--- config.mk ---
export PLATFORM = sky130hd
export DESIGN_NAME = sprite_tile_fetcher
export DESIGN_NICKNAME = d
export VERILOG_FILES = /design/src/rtl/sprite_fetch_pkg.sv /design/src/rtl/sprite_tile_fetcher.sv
export SDC_FILE = /design/constraint.sdc
export NUM_CORES = 1
export LEC_CHECK = 0
export CORE_MARGIN = 2
export CORE_UTILIZATION = 30
export CTS_BUF_LIST = sky130_fd_sc_hd__clkbuf_8
export DETAILED_ROUTE_END_ITERATION = 10
export GPL_TIMING_DRIVEN = 0
export PLACE_DENSITY_LB_ADDON = 0.05
export SYNTH_ARGS = -nofsm -noshare
export SYNTH_HDL_FRONTEND = slang
export SYNTH_SLANG_ARGS = --single-unit
export TNS_END_PERCENT = 50
--- constraint.sdc ---
create_clock -name clk -period 3.2 [get_ports clk]
set_input_delay 0.96 -clock clk [delete_from_list [all_inputs] [get_ports clk]]
set_output_delay 0.96 -clock clk [all_outputs]
set_load 0.1 [all_outputs]
--- src/rtl/sprite_fetch_pkg.sv ---
// sprite_fetch_pkg: shared types, sprite heights, default address width and bit reversal for the sprite tile fetcher
package sprite_fetch_pkg;
   typedef enum logic [1:0] {
      IDLE  = 2'd0,
      RD_LO = 2'd1,
      RD_HI = 2'd2,
      LOAD  = 2'd3
   } state_t;
   localparam int SPR_H_SHORT = 8;
   localparam int SPR_H_TALL  = 16;
   localparam int DEF_ADDR_W  = 13;
   function automatic logic [7:0] bit_reverse8(input logic [7:0] d);
      logic [7:0] r;
      for (int i = 0; i < 8; i++) r[i] = d[7-i];
      return r;
   endfunction
endpackage

--- src/rtl/sprite_tile_fetcher.sv ---
// sprite_tile_fetcher: fetches one sprite row (two bitplanes) from VRAM, applies flips, strobes it into the pixel shifter with a merge mask
// Ports: clk/reset (async active-high); start/abort control; tile_idx, line, tall, yflip, xflip describe the row;
// cur_pix_a/b are the shifter contents for the mask; vram_addr/vram_rd/vram_rdata form the read port;
// busy, plane_a, plane_b, load_mask, load feed the shifter.
module sprite_tile_fetcher
   import sprite_fetch_pkg::*;
#(
   parameter int FETCH_WAIT = 1,
   parameter int ADDR_W     = DEF_ADDR_W
) (
   input  logic              clk,
   input  logic              reset,
   input  logic              start,
   input  logic              abort,
   input  logic [7:0]        tile_idx,
   input  logic [3:0]        line,
   input  logic              tall,
   input  logic              yflip,
   input  logic              xflip,
   input  logic [7:0]        cur_pix_a,
   input  logic [7:0]        cur_pix_b,
   input  logic [7:0]        vram_rdata,
   output logic [ADDR_W-1:0] vram_addr,
   output logic              vram_rd,
   output logic              busy,
   output logic [7:0]        plane_a,
   output logic [7:0]        plane_b,
   output logic [7:0]        load_mask,
   output logic              load
);
   localparam logic [3:0] H_S_M1 = 4'(SPR_H_SHORT - 1);
   localparam logic [3:0] H_T_M1 = 4'(SPR_H_TALL - 1);
   state_t      r_state;
   logic [2:0]  r_cnt;
   logic [7:0]  r_tile;
   logic [3:0]  r_line;
   logic        r_tall;
   logic        r_yflip;
   logic        r_xflip;
   logic [7:0]  r_lo;
   logic [7:0]  r_plane_a;
   logic [7:0]  r_plane_b;
   logic        w_busy;
   logic        w_last;
   logic [3:0]  w_line_p;
   logic [3:0]  w_row;
   logic [7:0]  w_tile;
   logic [ADDR_W-1:0] w_addr;
   // a tall sprite occupies an even/odd tile pair, so the row index spans both tiles
   assign w_line_p = r_tall ? r_line : {1'b0, r_line[2:0]};
   assign w_row    = r_yflip ? (r_tall ? H_T_M1 : H_S_M1) - w_line_p : w_line_p;
   assign w_tile   = r_tall ? {r_tile[7:1], 1'b0} : r_tile;
   assign w_addr   = ADDR_W'({w_tile, 4'b0000}) + ADDR_W'({w_row, 1'b0}) + ADDR_W'(r_state == RD_HI);
   assign w_busy   = (r_state == RD_LO) || (r_state == RD_HI);
   assign w_last   = (r_cnt == 3'(FETCH_WAIT));
   assign busy      = w_busy;
   assign vram_rd   = w_busy;
   assign vram_addr = w_busy ? w_addr : '0;
   assign load      = (r_state == LOAD);
   // only transparent slots (both planes zero) may be overwritten by the new row
   assign load_mask = load ? ~(cur_pix_a | cur_pix_b) : 8'h00;
   assign plane_a   = r_plane_a;
   assign plane_b   = r_plane_b;
   always_ff @(posedge clk or posedge reset) begin
      if (reset) begin
         r_state   <= IDLE;
         r_cnt     <= '0;
         r_tile    <= '0;
         r_line    <= '0;
         r_tall    <= 1'b0;
         r_yflip   <= 1'b0;
         r_xflip   <= 1'b0;
         r_lo      <= '0;
         r_plane_a <= '0;
         r_plane_b <= '0;
      end else if (abort) begin
         r_state <= IDLE;
         r_cnt   <= '0;
      end else begin
         case (r_state)
            IDLE, LOAD: begin
               if (start) begin
                  r_tile  <= tile_idx;
                  r_line  <= line;
                  r_tall  <= tall;
                  r_yflip <= yflip;
                  r_xflip <= xflip;
                  r_cnt   <= '0;
                  r_state <= RD_LO;
               end else begin
                  r_state <= IDLE;
               end
            end
            RD_LO: begin
               if (w_last) begin
                  r_lo    <= vram_rdata;
                  r_cnt   <= '0;
                  r_state <= RD_HI;
               end else begin
                  r_cnt <= r_cnt + 3'd1;
               end
            end
            RD_HI: begin
               if (w_last) begin
                  // the high byte goes straight into plane_b; it is only needed once
                  r_plane_a <= r_xflip ? bit_reverse8(r_lo) : r_lo;
                  r_plane_b <= r_xflip ? bit_reverse8(vram_rdata) : vram_rdata;
                  r_cnt     <= '0;
                  r_state   <= LOAD;
               end else begin
                  r_cnt <= r_cnt + 3'd1;
               end
            end
            default: r_state <= IDLE;
         endcase
      end
   end
endmodule

Yosys cells after proc, flatten, opt, wreduce, memory -nomap -nowiden --
Index checks and enable logic that the tools add are counted.
Cells by class: $add $sub $neg 4, equality and inequality tests 7, mux-type cells 17, bitwise logic cells 3, reduce and logical (&&, ||, !) cells 8
Operators by type and width (number):
- $mux W8 | 3
- $add A12 B5 Y13 | 1
- $add A13 B1 Y13 | 1
- $mux W13 | 1
- $mux W4 | 3
- $mux W3 | 3
- $ne A3 B3 Y1 const B | 3
- $reduce_and A3 Y1 | 3
- $not A8 Y8 | 1
- $or A8 B8 Y8 | 1
- $mux W2 | 3
- $pmux W2 S3 | 1
- $pmux W3 S2 | 1
- $eq A2 B2 Y1 const B | 2
- $reduce_or A2 Y1 | 2
- $sub A4 B4 Y4 | 1
- $add A3 B1 Y3 const B | 1
- $eq A3 B1 Y1 const B | 1
- $eq A2 B1 Y1 const B | 1
- $logic_not A2 Y1 | 1
- $mux W1 | 2
- $reduce_and A2 Y1 | 1
- $logic_or A1 B1 Y1 | 1
- $not A1 Y1 | 1
Word-level totals: bits in registers 44, input bits 43, word-level logic and storage cells 49

Depth between registers and ports, before layout --
Gate-level depths: netlist of run 1.
depth after elaboration 6, mapped depth 8

Worst setup path after synthesis of run 1 --
No wires, ideal clock.
path kind reg-to-output, start register r_state[0], end output vram_addr[10], arrival 3.856 ns, required time 2.240 ns, path slack -1.616 ns, stages on the path, launching flop included 7, path buffers 1, cell sequence dfrtp_1 -> inv_1 -> ha_1 -> clkbuf_1 -> inv_1 -> nand2_1 -> o21ai_0
On the way: word-level cells in the longest chain between the ends 3
RTL lines:
- start, declared | line sprite_tile_fetcher.sv:33 | state_t r_state;
- start signal, assigned | line sprite_tile_fetcher.sv:66 | r_state <= IDLE;
- start signal, assigned | line sprite_tile_fetcher.sv:77 | r_state <= IDLE;
- start signal, assigned | line sprite_tile_fetcher.sv:89 | r_state <= RD_LO;
- $eq A2 B1 Y1 / $eq A2 B2 Y1 (equally long branches) | line sprite_tile_fetcher.sv:54 | assign w_busy = (r_state == RD_LO) || (r_state == RD_HI);
- $logic_or A1 B1 Y1 * | line sprite_tile_fetcher.sv:54
- named net busy | line sprite_tile_fetcher.sv:25 | output logic busy,
- $mux W13 * | line sprite_tile_fetcher.sv:58 | assign vram_addr = w_busy ? w_addr : '0;
- end, declared | line sprite_tile_fetcher.sv:23 | output logic [ADDR_W-1:0] vram_addr,
The timed path passes the listed nets; every way through them passes the cells marked *.

Worst setup path in the final report of run 1 --
start input cur_pix_b[2], end output load_mask[2]
On the way: word-level cells in the longest chain between the ends 3
RTL lines:
- start, declared | line sprite_tile_fetcher.sv:21 | input logic [7:0] cur_pix_b,
- $or A8 B8 Y8 | line sprite_tile_fetcher.sv:61 | assign load_mask = load ? ~(cur_pix_a | cur_pix_b) : 8'h00;
- $not A8 Y8 | line sprite_tile_fetcher.sv:61
- $mux W8 | line sprite_tile_fetcher.sv:61
- end, declared | line sprite_tile_fetcher.sv:28 | output logic [7:0] load_mask,
No other way between the ends.

==> results of run 1 <==
sequential cells by signal, summed over array words and instances, names as in the netlist:
signal,cells
plane_a,8
plane_b,8
r_cnt,3
r_line,4
r_lo,8
r_state,2
r_tall,1
r_tile,8
r_xflip,1
r_yflip,1
through the flow:
stage | instance area, um2 | instances | setup WS [ps] | util, %
after floorplan | 2450 | 184 | -426 | -
after detailed placement | 3410 | 368 | -648 | 44.6
final | 3530 | 374 | 53.0 | 46.2
after global routing | 3530 | 374 | 2.65 | 46.2
after global placement | 3390 | 367 | -626 | 44.3
after CTS | 3510 | 374 | -46.2 | 46.0
per-layer routing:
metal | up-vias | track usage [%] | wire, um
met5 | - | 0 | 0
met4 | 0 | 3.73 | 43
met3 | 4 | 3.58 | 308
met2 | 58 | 21.2 | 2510
met1 | 815 | 17.8 | 2490
li1 | 825 | - | -
critical path, delay by kind of cell:
kind | cells | cell delay (ps)
buf+inv | 2 | 1030
simple gates | 1 | 190
worst min path at each step:
stage	endpoint	slack, ps	depth (start not counted)
after global placement	r_tile[0]$_DFFE_PP0P_	490	1
final	plane_a[1]$_DFFE_PP0P_	510	1
after detailed placement	plane_b[1]$_DFFE_PP0P_	490	1
after global routing	plane_a[2]$_DFFE_PP0P_	540	1
after floorplan	r_tile[0]$_DFFE_PP0P_	470	1
after CTS	plane_a[1]$_DFFE_PP0P_	510	1
cells in the final DEF, fill, tap and decap left out, drive strengths merged:
cell           instances
xor2                   3
clkbuf                 6
nor3                   1
nand3b                 4
dlygate4sd2            1
and2                   2
mux2i                  1
and4                   2
buf                   16
dlymetal6s2s           1
or3                    2
bufinv                 1
a21oi                  4
o21ai                  2
nor2                  11
ha                     5
clkinvlp               1
and3b                  1
clkdlybuf4s50         57
inv                    7
mux2                  57
nand3                  4
nor2b                  4
nand2b                 1
clkdlybuf4s18          2
o211ai                 1
xnor2                  4
nor3b                  9
nand4                  1
nand2                  4
clkdlybuf4s15         11
dfrtp                 44
o31a                   1
a221oi                 1
layout make-up:
type | instances | area, um2 | share of cell area, %
inverter | 6 | 22.5 | 0.637
clock buffer | 5 | 68.8 | 1.95
multi-input combinational | 125 | 1290 | 36.4
timing repair buffer | 82 | 836 | 23.7
tap | 102 | 128 | 3.61
sequential | 44 | 1100 | 31.2
clock inverter | 3 | 46.3 | 1.31
buffer | 7 | 43.8 | 1.24
kinds of logic (layout without fill, tap and decap cells):
logic type               after synthesis  count (layout)  synth area share, %
multiplexers                          58              58                 29.3
buffers and inverters                 15             103                 3.09
adder cells (fa/ha/maj)                5               5                 2.66
flip-flops                            44              44                 46.9
AND/OR/NAND/NOR                       46              46                 13.1
AO/OA/AOI/OAI                          9               9                 2.34
XOR/XNOR                               7               7                 2.61
repair_timing:
action / CTS / global route
hold buffers: 0 / 0
resized for setup: 89 / 15
endpoints found under the setup margin: 23 / 12
==> impl_metrics.yaml, run 1 <==
cells_and_area:
  area_growth_pct: 50.4
  antenna_cells: 0
  nFillCells: 716
  drive_gt1_share_pct: 42.6
  nNetsFinal: 319
min_path:
  worstHoldStart: "plane_a[1]$_DFFE_PP0P_"
  hold_path_class: "flop to flop"
cts:
  tritoncts.num_buffers: 5
  root_buffer: "clkbuf_8"
  htreeDepth: 2
  worstSkewPairLatency_ps: 300
  clk_path_buf_depth: 2
  cts_tree: "done"
  path_clk_slew_ps: 90
  cts.sinks: 44
  post_cts_buffers: 0
floorplanning:
  rows: 32
  floorplan.initialDensity_pct: 30.7
  die_w_um: 92.5
  dieHeight_um: 92.5
  core_um2: 7650
  pin_count: 83
  die-area_um2: 8560
timing:
  finalSetupTns_ps: 0
  hold_ws_ps: 508
  report.final.slew_viol_count: 0
  worst_slew_pin_slew_ps: 984
  fin_crit_ps: 3150
  clock_skew_ps: 4.42
  maxSlewHeadroom_pct: 34.2
  fin_crit_sh_pct: 98.3
  setup_viol: 0
  grt_setup_unrepaired: "false"
  fmax_ghz: 0.318
  finalHoldViolCount: 0
global_route:
  grt_overflow: 0
  grt.total_usage_pct: 13.3
  grt_pass1_wl_um: 8960
  antenna_found_initial: 0
  grt_max_degree: 34
  grt_pass1_vias: 1706
critical_path:
  crit_type: "input pin to primary output"
  crit_start: "cur_pix_b[2]"
  cp.required_ps: 2240
  setup.worst_path.end_class: "primary output"
  cp_cell_sequence: "clkdlybuf4s50_1 > nor3b_4 > clkdlybuf4s15_2"
  regToRegStartpoint: "r_state[0]$_DFFE_PP0P_"
  r2r_setup_slack_ps: 1420
  cp_max_fo: 1
  cp_slowest_stage_delay_ps: 580
  cp-start-kind: "input pin"
  rr_worst_depth: 5
  worst_path_max_delay_cell: "clkdlybuf4s15_2"
  arrival_ps: 2190
  reg2reg_to: "r_yflip$_DFFE_PP0P_"
  cp-endpoint: "load_mask[2]"
placement:
  port_buffers: 81
  gp_congestion: 0.715
  place_hpwl_um: 3970
detailed_routing:
  ant_nets: 0
  drt-total-wl_um: 5350
  wl_per_cell_um: 14.3
  drc_errors: 0
  first_pass_iters: 4
  via_per_inst: 4.55
  dr_total_vias: 1702
  drt_iter0_drc: 56
synthesis:
  synth.top_cells.by_count: "mux2_2, dfrtp_1, nor2_1"
  ys_seq_area_share_pct: 46.9
  syn_area_um2: 2350
  ys_seq_elements: 44
  synth.most_common_cell: "mux2_2"
  synthArstFlopShare_pct: 100
  synth_top_cell_by_area: "dfrtp_1"
  synthTopCellsByArea: "dfrtp_1, mux2_2, mux2_4, ha_1, nor3b_1"
  synth_top_area_share_pct: 46.9
  synth_top_flop_cell: "dfrtp_1"
  synth-edff-count: 0
  synth_cell_types: 34
  avgSynthCellArea_um2: 12.8
  yosysWarnings: 0
  synth_nets: 232
  postSynthCellCount: 184
flow_run:
  max_cap_violations: 0
status:
  outcome: "complete, no violations"
Power of run 1 is left out: the tool's default activity adds up to more than one toggle a clock period on the data nets, which glitch-free logic cannot reach.
==> run 2: changes to the inputs <==
CORE_UTILIZATION = 47   (was 30)
MAX_ROUTING_LAYER = met4   (was not set)
clock period = 3.4 ns   (was 3.2 ns; I/O delays follow)
==> run 2 against run 1 <==
Against the previous run:
- routed wire length shrank 4.4%
- non-clock buffer count is the same
- die area shrank 35%
- core utilization grew 25 points
- cell area shrank 3.0%
- cell count shrank 9.4%
- register-to-register slack gained 100 ps
- sequential cell count is the same
- via count grew 0.47%
- global-route usage grew 6.9 points
- worst hold slack gained 3.2 ps
==> impl_metrics.yaml, run 2 (synthesized netlist as in run 1, its figures left out) <==
critical_path:
  setup.worst_path.end_class: "primary output"
  cp.required_ps: 2380
  cp_cell_sequence: "clkdlybuf4s50_1 > nor3b_4 > clkdlybuf4s15_2"
  worst_path_max_delay_cell: "clkdlybuf4s15_2"
  cp-endpoint: "load_mask[1]"
  rr_worst_depth: 5
  cp-start-kind: "input pin"
  arrival_ps: 2260
  crit_type: "input pin to primary output"
  regToRegStartpoint: "r_state[0]$_DFFE_PP0P_"
  r2r_setup_slack_ps: 1520
  cp_slowest_stage_delay_ps: 580
  cp_max_fo: 1
  crit_start: "cur_pix_b[1]"
  reg2reg_to: "r_tile[7]$_DFFE_PP0P_"
min_path:
  hold_path_class: "flop to flop"
global_route:
  antenna_found_initial: 0
  grt.total_usage_pct: 20.2
  grt_pass1_vias: 1724
  grt_max_degree: 36
  grt_overflow: 0
  grt_pass1_wl_um: 8210
cts:
  path_clk_slew_ps: 90
  worstSkewPairLatency_ps: 290
  hold_buffers: 0
  cts_tree: "done"
  root_buffer: "clkbuf_8"
  cts.sinks: 44
  htreeDepth: 2
  post_cts_buffers: 0
  tritoncts.num_buffers: 5
  clk_path_buf_depth: 2
detailed_routing:
  routed-wl-met3_um: 343
  dr_total_vias: 1710
  wl_per_cell_um: 15.1
  route.met2.wl_um: 2500
  ant_nets: 0
  drc_errors: 0
  via_per_inst: 5.04
  top_layer_used: "met4"
  drt-met1-wl_um: 2240
  drt-total-wl_um: 5110
  drt_iter0_drc: 98
  first_pass_iters: 4
status:
  outcome: "complete, no violations"
floorplanning:
  dieHeight_um: 74.7
  floorplan.initialDensity_pct: 49.1
  die_w_um: 74.7
  pin_count: 83
  rows: 25
  core_um2: 4790
  die-area_um2: 5580
cells_and_area:
  drive_gt1_share_pct: 40.1
  fin_util_pct: 71.6
  final_common_cell: "clkdlybuf4s50_1"
  antenna_cells: 0
  nNetsFinal: 319
  area_growth_pct: 45.8
  final_cell_mix: "clkdlybuf4s50_1, mux2_2, dfrtp_1"
  nFillCells: 358
placement:
  place_hpwl_um: 3830
  gp_congestion: 0.830
  port_buffers: 81
timing:
  fmax_ghz: 0.305
  fin_crit_sh_pct: 96.5
  setup_viol: 0
  finalHoldViolCount: 0
  worst_slew_pin_slew_ps: 984
  grt_setup_unrepaired: "false"
  maxSlewHeadroom_pct: 34.2
  report.final.slew_viol_count: 0
  fin_crit_ps: 3280
  clock_skew_ps: 10.5
  finalSetupTns_ps: 0
flow_run:
  max_cap_violations: 0
==> run 2: cell types whose count changed in the layout (fill, tap and decap cells not counted), sizes merged <==
cell,previous run,this run
inv,7,8
bufinv,1,0
clkdlybuf4s18,2,0
clkinv,0,1
dlymetal6s2s,1,0
dlygate4sd2,1,0
clkdlybuf4s50,57,59
clkdlybuf4s15,11,13
clkinvlp,1,0
==> run 2: final cells by class <==
class                           instances  area, um2  share of cell area [%]
Timing Repair Buffer                   82        815                    23.8
Clock inverter                          3       16.3                   0.475
Multi-Input combinational cell        125       1270                    37.2
Buffer                                  7       43.8                    1.28
Inverter                                6       22.5                   0.657
Clock buffer                            5       68.8                    2.01
Tap cell                               67       83.8                    2.45
Sequential cell                        44       1100                    32.2
==> run 2: how the worst min path moves through the flow <==
stage	start	end	depth (start not counted)
detailed placement	plane_b[4]$_DFFE_PP0P_	plane_b[4]$_DFFE_PP0P_	1
floorplan	r_tile[0]$_DFFE_PP0P_	r_tile[0]$_DFFE_PP0P_	1
global route	plane_b[4]$_DFFE_PP0P_	plane_b[4]$_DFFE_PP0P_	1
CTS	plane_b[4]$_DFFE_PP0P_	plane_b[4]$_DFFE_PP0P_	1
finish	plane_a[4]$_DFFE_PP0P_	plane_a[4]$_DFFE_PP0P_	1
global placement	r_tile[0]$_DFFE_PP0P_	r_tile[0]$_DFFE_PP0P_	1
==> run 2: per-layer routing <==
metal	GRT usage, %	up-vias
met5	-	-
met4	4.76	0
met3	5.09	4
met2	33.1	57
met1	25.3	826
li1	-	823
==> run 2: worst max-delay path: cells and delay by family <==
family / cells / cell delay, ps
buf+inv: 2 / 1020
simple gates: 1 / 220
==> run 2: what timing repair did <==
action / 4_1_cts / 5_1_grt
gates resized for setup: 79 / 7
pin swaps: 0 / 0
setup endpoints to repair: 22 / 13
==> run 2: stage by stage <==
step / instance area [um2] / hold WS [ps] / cells / setup slack, ps
after floorplan: 2450 / 471 / 184 / -321
after global placement: 3340 / 486 / 332 / -460
after detailed placement: 3360 / 495 / 333 / -490
after CTS: 3440 / 519 / 341 / -102
after global routing: 3430 / 535 / 339 / 21.1
final: 3430 / 511 / 339 / 119
Power of run 2 is left out for the same reason.
==> run 3: changes to the inputs <==
CORE_ASPECT_RATIO = 1.4   (was not set)
CTS_CLUSTER_SIZE = 28   (was not set)
PLACE_DENSITY = 0.89   (was not set)
PLACE_DENSITY_LB_ADDON = not set   (was 0.05)
==> run 3 against run 2 <==
Against the previous run:
- core utilization is 0.91 points lower
- critical endpoint is now vram_addr[7]
- cell count is 0.88% lower
- first-iteration DRC count is 34% lower
- critical path depth is 5 higher
- sequential cell count stayed put
- largest cell class unchanged
- worst setup slack better by 8.4 ps
- critical path type is now flop to primary output
==> impl_metrics.yaml, run 3 (synthesized netlist as in run 1, its figures left out) <==
critical_path:
  cp-endpoint: "vram_addr[7]"
  reg2reg_to: "r_tall$_DFFE_PP0P_"
  cp-start-kind: "flop"
  crit_cells: 8
  crit_start: "r_yflip$_DFFE_PP0P_"
  crit_buf_inv: 2
  cp_common_cell: "xor2_1"
  arrival_ps: 2250
  setup.worst_path.end_class: "primary output"
  regToRegStartpoint: "r_state[0]$_DFFE_PP0P_"
  rr_worst_depth: 5
  r2r_setup_slack_ps: 1510
  cp_slowest_stage_delay_ps: 540
  cp.required_ps: 2380
  worst_path_max_delay_cell: "clkdlybuf4s18_2"
  cp_cell_sequence: "clkbuf_2 > xor2_1 > and2_1 > ha_1 > nand3_1 > xor2_1 > nor2_1 > clkdlybuf4s18_2"
  crit_type: "flop to primary output"
  cp_top_family: "buffers and inverters"
  cp_max_fo: 5
timing:
  maxSlewHeadroom_pct: 32.8
  report.final.slew_viol_count: 0
  setup_viol: 0
  finalHoldViolCount: 0
  fin_crit_ps: 3270
  fmax_ghz: 0.306
  clock_skew_ps: 6.51
  worst_slew_pin_slew_ps: 1000
  setup_slack_ps: 128
  fin_crit_sh_pct: 96.2
  grt_setup_unrepaired: "false"
status:
  outcome: "complete, no violations"
floorplanning:
  die_w_um: 63.8
  pin_count: 83
  floorplan.initialDensity_pct: 48.5
  core_um2: 4840
  rows: 30
  die-area_um2: 5590
  dieHeight_um: 87.7
detailed_routing:
  drc_errors: 0
  drt_iter0_drc: 65
  wl_per_cell_um: 15.1
  dr_total_vias: 1715
  via_per_inst: 5.10
  drt-total-wl_um: 5080
  ant_nets: 0
  first_pass_iters: 3
cts:
  hold_buffers: 0
  cts.sinks: 44
  post_cts_buffers: 0
  path_clk_slew_ps: 80
  htreeDepth: 2
  tritoncts.num_buffers: 5
  cts_tree: "done"
  worstSkewPairLatency_ps: 300
  clk_path_buf_depth: 2
  root_buffer: "clkbuf_8"
placement:
  port_buffers: 81
  dp_slack_ps: -485
  gp_congestion: 0.782
  place_hpwl_um: 3750
cells_and_area:
  final_cell_mix: "clkdlybuf4s50_1, mux2_2, dfrtp_1"
  antenna_cells: 0
  nNetsFinal: 319
  final_common_cell: "clkdlybuf4s50_1"
  area_growth_pct: 45.6
  nFillCells: 337
  drive_gt1_share_pct: 40.4
global_route:
  grt_pass1_wl_um: 8290
  grt.total_usage_pct: 19.7
  grt_pass1_vias: 1725
  antenna_found_initial: 0
  grt_max_degree: 45
  grt_overflow: 0
min_path:
  hold_path_class: "flop to flop"
flow_run:
  max_cap_violations: 0
## run 3: changes by cell type in the layout (fill, tap and decap cells not counted), moves of 2 or more
| cell | before | now |
|---|---|---|
| buf_4 | 6 | 4 |
| buf_6 | 1 | 3 |
| clkinv_2 | 0 | 2 |
| inv_1 | 7 | 5 |
## run 3: worst min-delay path by stage
stage	start	to	cells past startpoint	slack, ps
after floorplan	r_tile[0]$_DFFE_PP0P_	r_tile[0]$_DFFE_PP0P_	1	470
after global placement	r_tile[0]$_DFFE_PP0P_	r_tile[0]$_DFFE_PP0P_	1	490
after detailed placement	plane_b[5]$_DFFE_PP0P_	plane_b[5]$_DFFE_PP0P_	1	490
after CTS	r_tile[0]$_DFFE_PP0P_	r_tile[0]$_DFFE_PP0P_	1	520
after global routing	r_tile[0]$_DFFE_PP0P_	r_tile[0]$_DFFE_PP0P_	1	540
final	r_tile[0]$_DFFE_PP0P_	r_tile[0]$_DFFE_PP0P_	1	510
## run 3: layer usage
layer	routed length [um]	up-vias	GRT usage, %	share of wire, %
li1	-	821	-	-
met1	2100	831	22.5	41
met2	2610	57	34.4	51
met3	300	6	4.24	5.9
met4	72	0	6.52	1.4
met5	0	-	-	0
## run 3: cell type report
cell class	count	area (um2)	share of cell area, %
clock inverter	2	10.0	0.293
inverter	6	22.5	0.658
multi-input combinational	125	1270	37.2
sequential	44	1100	32.2
timing repair buffer	81	803	23.5
tap	64	80.1	2.34
clock buffer	6	82.6	2.41
buffer	8	48.8	1.43
## run 3: metrics by stage
stage | util [%] | cells | area (um2) | TNS, ps | hold WS (ps)
after detailed placement | 68.9 | 329 | 3340 | -7870 | 493
after global placement | 68.9 | 329 | 3340 | -7000 | 488
after floorplan | - | 184 | 2450 | -1820 | 471
after global routing | 70.7 | 336 | 3420 | 0 | 537
after CTS | 70.8 | 337 | 3430 | -130 | 519
final | 70.7 | 336 | 3420 | 0 | 515
## run 3: timing repair
action	CTS	global route
pin swaps	0	0
resized for setup	81	9
endpoints found under the setup margin	22	12
gates cloned	0	0
endpoints found under the hold margin	0	0
Power of run 3 is left out for the same reason.
